File: config.mk
export PLATFORM = sky130hd
export DESIGN_NAME = seguidor_linea
export DESIGN_NICKNAME = d
export VERILOG_FILES = /design/src/rtl/seguidor_pkg.sv /design/src/rtl/seguidor_linea_filter.sv /design/src/rtl/seguidor_linea.sv
export SDC_FILE = /design/constraint.sdc
export NUM_CORES = 1
export LEC_CHECK = 0
export BUFFER_PORTS_ARGS = -buffer_cell sky130_fd_sc_hd__buf_2
export CORE_AREA = 2 2 71 46
export DETAILED_ROUTE_END_ITERATION = 8
export DIE_AREA = 0 0 73 48
export GPL_TIMING_DRIVEN = 0
export PLACE_DENSITY = 0.66
export SETUP_SLACK_MARGIN = 0.02
export SLEW_MARGIN = 20
export SYNTH_ARGS = -nofsm -noshare
export SYNTH_HDL_FRONTEND = slang
export SYNTH_SLANG_ARGS = --single-unit
File: constraint.sdc
create_clock -name clk -period 2 [get_ports clk]
set_input_delay 0.5 -clock clk [delete_from_list [all_inputs] [get_ports clk]]
set_output_delay 0.5 -clock clk [all_outputs]
set_load 0.02 [all_outputs]
File: src/rtl/seguidor_pkg.sv
// Shared types for the line follower: FSM state encoding, drive selection and default tuning.
package seguidor_pkg;

    typedef enum logic [1:0] {
        ST_STOP    = 2'd0,
        ST_FORWARD = 2'd1,
        ST_LEFT    = 2'd2,
        ST_RIGHT   = 2'd3
    } estado_t;

    typedef enum logic [1:0] {
        SEL_OFF  = 2'd0,
        SEL_TURN = 2'd1,
        SEL_FWD  = 2'd2
    } duty_sel_t;

    typedef struct packed {
        duty_sel_t sel_a;
        logic      in1;
        duty_sel_t sel_b;
        logic      in3;
    } drive_t;

    localparam int DEF_PWM_BITS     = 8;
    localparam int DEF_DUTY_FWD     = 200;
    localparam int DEF_DUTY_TURN    = 120;
    localparam int DEF_DEBOUNCE     = 4;
    localparam int DEF_STOP_CONFIRM = 16;

    // Motor A is the left wheel: turning left stops it and drives only the right wheel.
    function automatic drive_t drive_of(estado_t st);
        drive_t d;
        d = '{sel_a: SEL_OFF, in1: 1'b0, sel_b: SEL_OFF, in3: 1'b0};
        case (st)
            ST_FORWARD: d = '{sel_a: SEL_FWD,  in1: 1'b1, sel_b: SEL_FWD,  in3: 1'b1};
            ST_LEFT:    d = '{sel_a: SEL_OFF,  in1: 1'b0, sel_b: SEL_TURN, in3: 1'b1};
            ST_RIGHT:   d = '{sel_a: SEL_TURN, in1: 1'b1, sel_b: SEL_OFF,  in3: 1'b0};
            default:    d = '{sel_a: SEL_OFF,  in1: 1'b0, sel_b: SEL_OFF,  in3: 1'b0};
        endcase
        return d;
    endfunction

endpackage

File: src/rtl/seguidor_linea_filter.sv
// Sensor conditioning: 2-FF synchronizer followed by a consecutive-sample debouncer.
module sensor_filter #(
    parameter int DEBOUNCE = 4
) (
    input  logic clk,
    input  logic reset,
    input  logic sensor,
    output logic filtered
);

    localparam int CW = (DEBOUNCE > 1) ? $clog2(DEBOUNCE) : 1;

    logic          sync1, sync2;
    logic          filt_q;
    logic [CW-1:0] run_cnt;
    logic          mismatch, accept;

    assign mismatch = (sync2 != filt_q);
    assign accept   = mismatch && (run_cnt == CW'(DEBOUNCE - 1));

    // Exposes the value the filter register takes on the coming edge, so the
    // FSM updates on the same edge the debounce run completes.
    assign filtered = accept ? sync2 : filt_q;

    always_ff @(posedge clk or negedge reset) begin
        if (!reset) begin
            sync1   <= 1'b0;
            sync2   <= 1'b0;
            filt_q  <= 1'b0;
            run_cnt <= '0;
        end else begin
            sync1  <= sensor;
            sync2  <= sync1;
            filt_q <= filtered;
            if (!mismatch || accept)
                run_cnt <= '0;
            else
                run_cnt <= run_cnt + 1'b1;
        end
    end

endmodule

File: src/rtl/seguidor_linea.sv
// Two-sensor line follower: filtered sensors drive a 4-state FSM that selects
// per-motor PWM duty and direction for an L298-style dual H-bridge.
module seguidor_linea
    import seguidor_pkg::*;
#(
    parameter int PWM_BITS     = DEF_PWM_BITS,
    parameter int DUTY_FWD     = DEF_DUTY_FWD,
    parameter int DUTY_TURN    = DEF_DUTY_TURN,
    parameter int DEBOUNCE     = DEF_DEBOUNCE,
    parameter int STOP_CONFIRM = DEF_STOP_CONFIRM
) (
    input  logic clk,
    input  logic reset,
    input  logic sensor_izquierdo,
    input  logic sensor_derecho,
    output logic ENA,
    output logic IN1,
    output logic ENB,
    output logic IN3
);

    localparam int SW = $clog2(STOP_CONFIRM + 1);

    // Index 0 is the left sensor, index 1 the right one.
    logic [1:0] raw;
    logic [1:0] filt;

    assign raw = {sensor_derecho, sensor_izquierdo};

    for (genvar i = 0; i < 2; i++) begin : g_filt
        sensor_filter #(
            .DEBOUNCE (DEBOUNCE)
        ) u_filt (
            .clk      (clk),
            .reset    (reset),
            .sensor   (raw[i]),
            .filtered (filt[i])
        );
    end

    estado_t       state, state_nxt;
    logic [SW-1:0] stop_cnt;
    logic          both_on, confirmed;

    assign both_on   = &filt;
    assign confirmed = both_on && (stop_cnt >= SW'(STOP_CONFIRM - 1));

    // Counts consecutive (1,1) edges; saturates once STOP is confirmed.
    always_ff @(posedge clk or negedge reset) begin
        if (!reset)
            stop_cnt <= '0;
        else if (!both_on)
            stop_cnt <= '0;
        else if (!confirmed)
            stop_cnt <= stop_cnt + 1'b1;
    end

    always_ff @(posedge clk or negedge reset) begin
        if (!reset)
            state <= ST_STOP;
        else
            state <= state_nxt;
    end

    always_comb begin
        state_nxt = state;
        case (filt)
            2'b00:   state_nxt = ST_FORWARD;
            2'b01:   state_nxt = ST_LEFT;
            2'b10:   state_nxt = ST_RIGHT;
            default: state_nxt = confirmed ? ST_STOP : state;
        endcase
    end

    function automatic logic [PWM_BITS-1:0] duty_val(duty_sel_t s);
        case (s)
            SEL_FWD:  return PWM_BITS'(DUTY_FWD);
            SEL_TURN: return PWM_BITS'(DUTY_TURN);
            default:  return '0;
        endcase
    endfunction

    drive_t              drv;
    logic [PWM_BITS-1:0] duty_a, duty_b;
    logic [PWM_BITS-1:0] pwm_cnt;

    always_comb begin
        drv    = drive_of(state);
        duty_a = duty_val(drv.sel_a);
        duty_b = duty_val(drv.sel_b);
    end

    always_ff @(posedge clk or negedge reset) begin
        if (!reset) begin
            pwm_cnt <= '0;
            ENA     <= 1'b0;
            IN1     <= 1'b0;
            ENB     <= 1'b0;
            IN3     <= 1'b0;
        end else begin
            pwm_cnt <= pwm_cnt + 1'b1;
            ENA     <= (pwm_cnt < duty_a);
            IN1     <= drv.in1;
            ENB     <= (pwm_cnt < duty_b);
            IN3     <= drv.in3;
        end
    end

endmodule

==> impl_metrics.ini <==
[sta]
hold_viol_final = 0
finalCritPeriodShare = 0.935
hold_ws_ps = 239
fin_crit_ps = 1870
relSlewSlack = 0.587
worstMarginPinSlew_ps = 619
slew_viol_final = 0
fmax_ghz = 0.535
rsz0062_at_grt = false
setup_violations = 0
fin_tns_setup_ps = 0
fin_skew_ps = 4.38

[floorplanning]
die_h_um = 48
start_util = 0.495
die_w_um = 73
rows = 15
core_um2 = 2800
die_area_um2 = 3500
pin_count = 8

[route]
num_vias = 902
drtIter0Drc = 22
postRouteAntennaNets = 0
drt_wl_total_um = 2110
dr.pass1.iters = 6
viasPerCell = 5.40
wl_per_cell_um = 12.6
drc = 0

[finish]
insertedDiodeCount = 0
area_delta_synth_final_pct = 13.0
final_util = 0.559
drive_gt1_frac = 0.173
nets = 155

[synth]
synth-edff-count = 0
synth_nets = 138
yosysWarningCount = 0
synthArstFlopShare = 1.00
synthCells = 115
synth_flop_cell = dfrtp_1
yosysTopAreaCell = dfrtp_1
synth_cell_types = 30
synth_common_cells = dfrtp_1 (29), ha_1 (19), inv_1 (10)
yosysMostFrequentCell = dfrtp_1
synth-seq-cells = 29
synth_area_per_cell_um2 = 12.0
syn-cell-area_um2 = 1380
synth_seq_area_share = 0.524
synthTopCellsByArea = dfrtp_1 (52%), ha_1 (17%), xnor2_1 (4.4%)
synth_top_area_frac = 0.524

[power]
p_int_mw = 1.28
power_density_nw_per_um2 = 1240
pwr-share-clk = 0.229
p_sw_mw = 0.656
combPwrFrac = 0.359
netSwitchingFraction = 0.339
p_leak_nw = 0.790
ir_worst_vdd_v = 0.000623
power_frac_seq = 0.412

[setup_path]
cp_slowest_stage_delay_ps = 410
cpMaxStageDelayCell = dfrtp_1
cp-start-kind = flop
path_buf_inv = 0
worstPathCellList = ha_1 > and3_1 > ha_1 > nor2_4 > nand2_2 > a211oi_2 > mux2i_1
critical_path.most_common_cell = ha_1
path_delay_family = adder cells
crit_arrival_ps = 2060
worst-setup-path-type = reg2reg
worst_setup_path_end_kind = flop
cp.required_ps = 2190
cp_max_fo = 4

[clock_network]
cts_buffers = 5
cts_tree = yes
insertion_delay_ps = 270
cts_setup_buffers = 0
clockBufferDepth = 2
cts_hold_buf = 0
cts_root_buffer = clkbuf_8
cts.sinks = 29
h-tree-depth = 2
clk_pin_slew_ps = 60
cts_resized = 0

[global_routing]
grt_use_total = 0.140
antenna_found_initial = 0
grt_overflow = 0
grt_pass1_wl_um = 3530
grt_max_degree = 30
grt_pass1_vias = 827

[placed_design]
gp_congestion = 0.845
dpl.hpwl_um = 1560
io_buffer_count = 7

[worst_hold_path]
hold_class = in2async

[status]
status = finished, final reports clean

[job]
cap_viol_max_count = 0
[layout make-up]
type	instances	area, um^2
Clock buffer	8	80.1
Tap cell	34	42.5
Sequential cell	29	726
Timing Repair Buffer	10	57.6
Inverter	10	37.5
Fill cell	221	1230
Multi-Input combinational cell	76	621
[power groups by stage]
stage          registers [mW]  logic (mW)  clock network, mW
2_1_floorplan           0.842       0.458                  0
3_3_place_gp            0.803       0.637                  0
3_5_place_dp            0.813       0.668                  0
4_1_cts                 0.805       0.679              0.456
5_1_grt                 0.812       0.795              0.488
6_report                0.797       0.694              0.442
[path summary, 6_finish.rpt]
kind	endpoint	slack [ps]	cells after the start	from
setup / recovery	state[0]	130	7	stop_cnt[0]
hold / removal	stop_cnt[4]	240	1	reset
setup reg to reg	state[0]	130	7	stop_cnt[0]
hold reg to reg	g_filt[0].u_filt.sync2	350	0	g_filt[0].u_filt.sync1
max in group asynchronous	g_filt[1].u_filt.run_cnt[0]	1350	1	reset
min in group clk	g_filt[0].u_filt.sync1	330	1	sensor_izquierdo
[logic make-up after synthesis]
logic type | Yosys count | share of synthesized area
flip-flops | 29 | 0.524
buffers and inverters | 10 | 0.0271
AO/OA/AOI/OAI | 15 | 0.0678
multiplexers | 3 | 0.0226
XOR/XNOR | 9 | 0.0570
AND/OR/NAND/NOR | 30 | 0.129
adder cells (fa/ha/maj) | 19 | 0.172
[routing by layer]
layer | part of all wire | vias to the layer above | wire length (um) | track usage
met2 | 0.47 | 17 | 984 | 0.220
li1 | - | 423 | - | -
met1 | 0.48 | 458 | 1010 | 0.174
met3 | 0.045 | 4 | 94 | 0.0526
met5 | 0 | - | 0 | 0
met4 | 0.010 | 0 | 21 | 0.0741
[registers in the layout, indices dropped and copies added (netlist names)]
name                   cells
pwm_cnt                    8
stop_cnt                   5
g_filt.u_filt.run_cnt      4
g_filt.u_filt.filt_q       2
g_filt.u_filt.sync1        2
g_filt.u_filt.sync2        2
state                      2
ENA                        1
ENB                        1
IN1                        1
IN3                        1
[metrics by stage]
| step | cells | power (mW) | setup WS (ps) | instance area, um^2 |
|---|---|---|---|---|
| after global routing | 167 | 2.09 | 35.7 | 1560 |
| after floorplan | 115 | 1.30 | 249 | 1380 |
| final | 167 | 1.93 | 131 | 1560 |
| after global placement | 156 | 1.44 | 171 | 1460 |
| after CTS | 164 | 1.94 | 63.5 | 1540 |
| after detailed placement | 156 | 1.48 | 92.5 | 1460 |
[placed cells by master (no fill, tap or decap), types with 3 or more instances in the layout]
master	n
a21oi_1	5
buf_2	7
buf_4	3
clkbuf_1	3
clkbuf_8	5
dfrtp_1	29
ha_1	19
inv_1	10
nand2_1	3
nand3_1	3
nor2_1	6
o21ai_0	4
xnor2_1	7
Note: power is estimated with default switching activity, not from simulation.
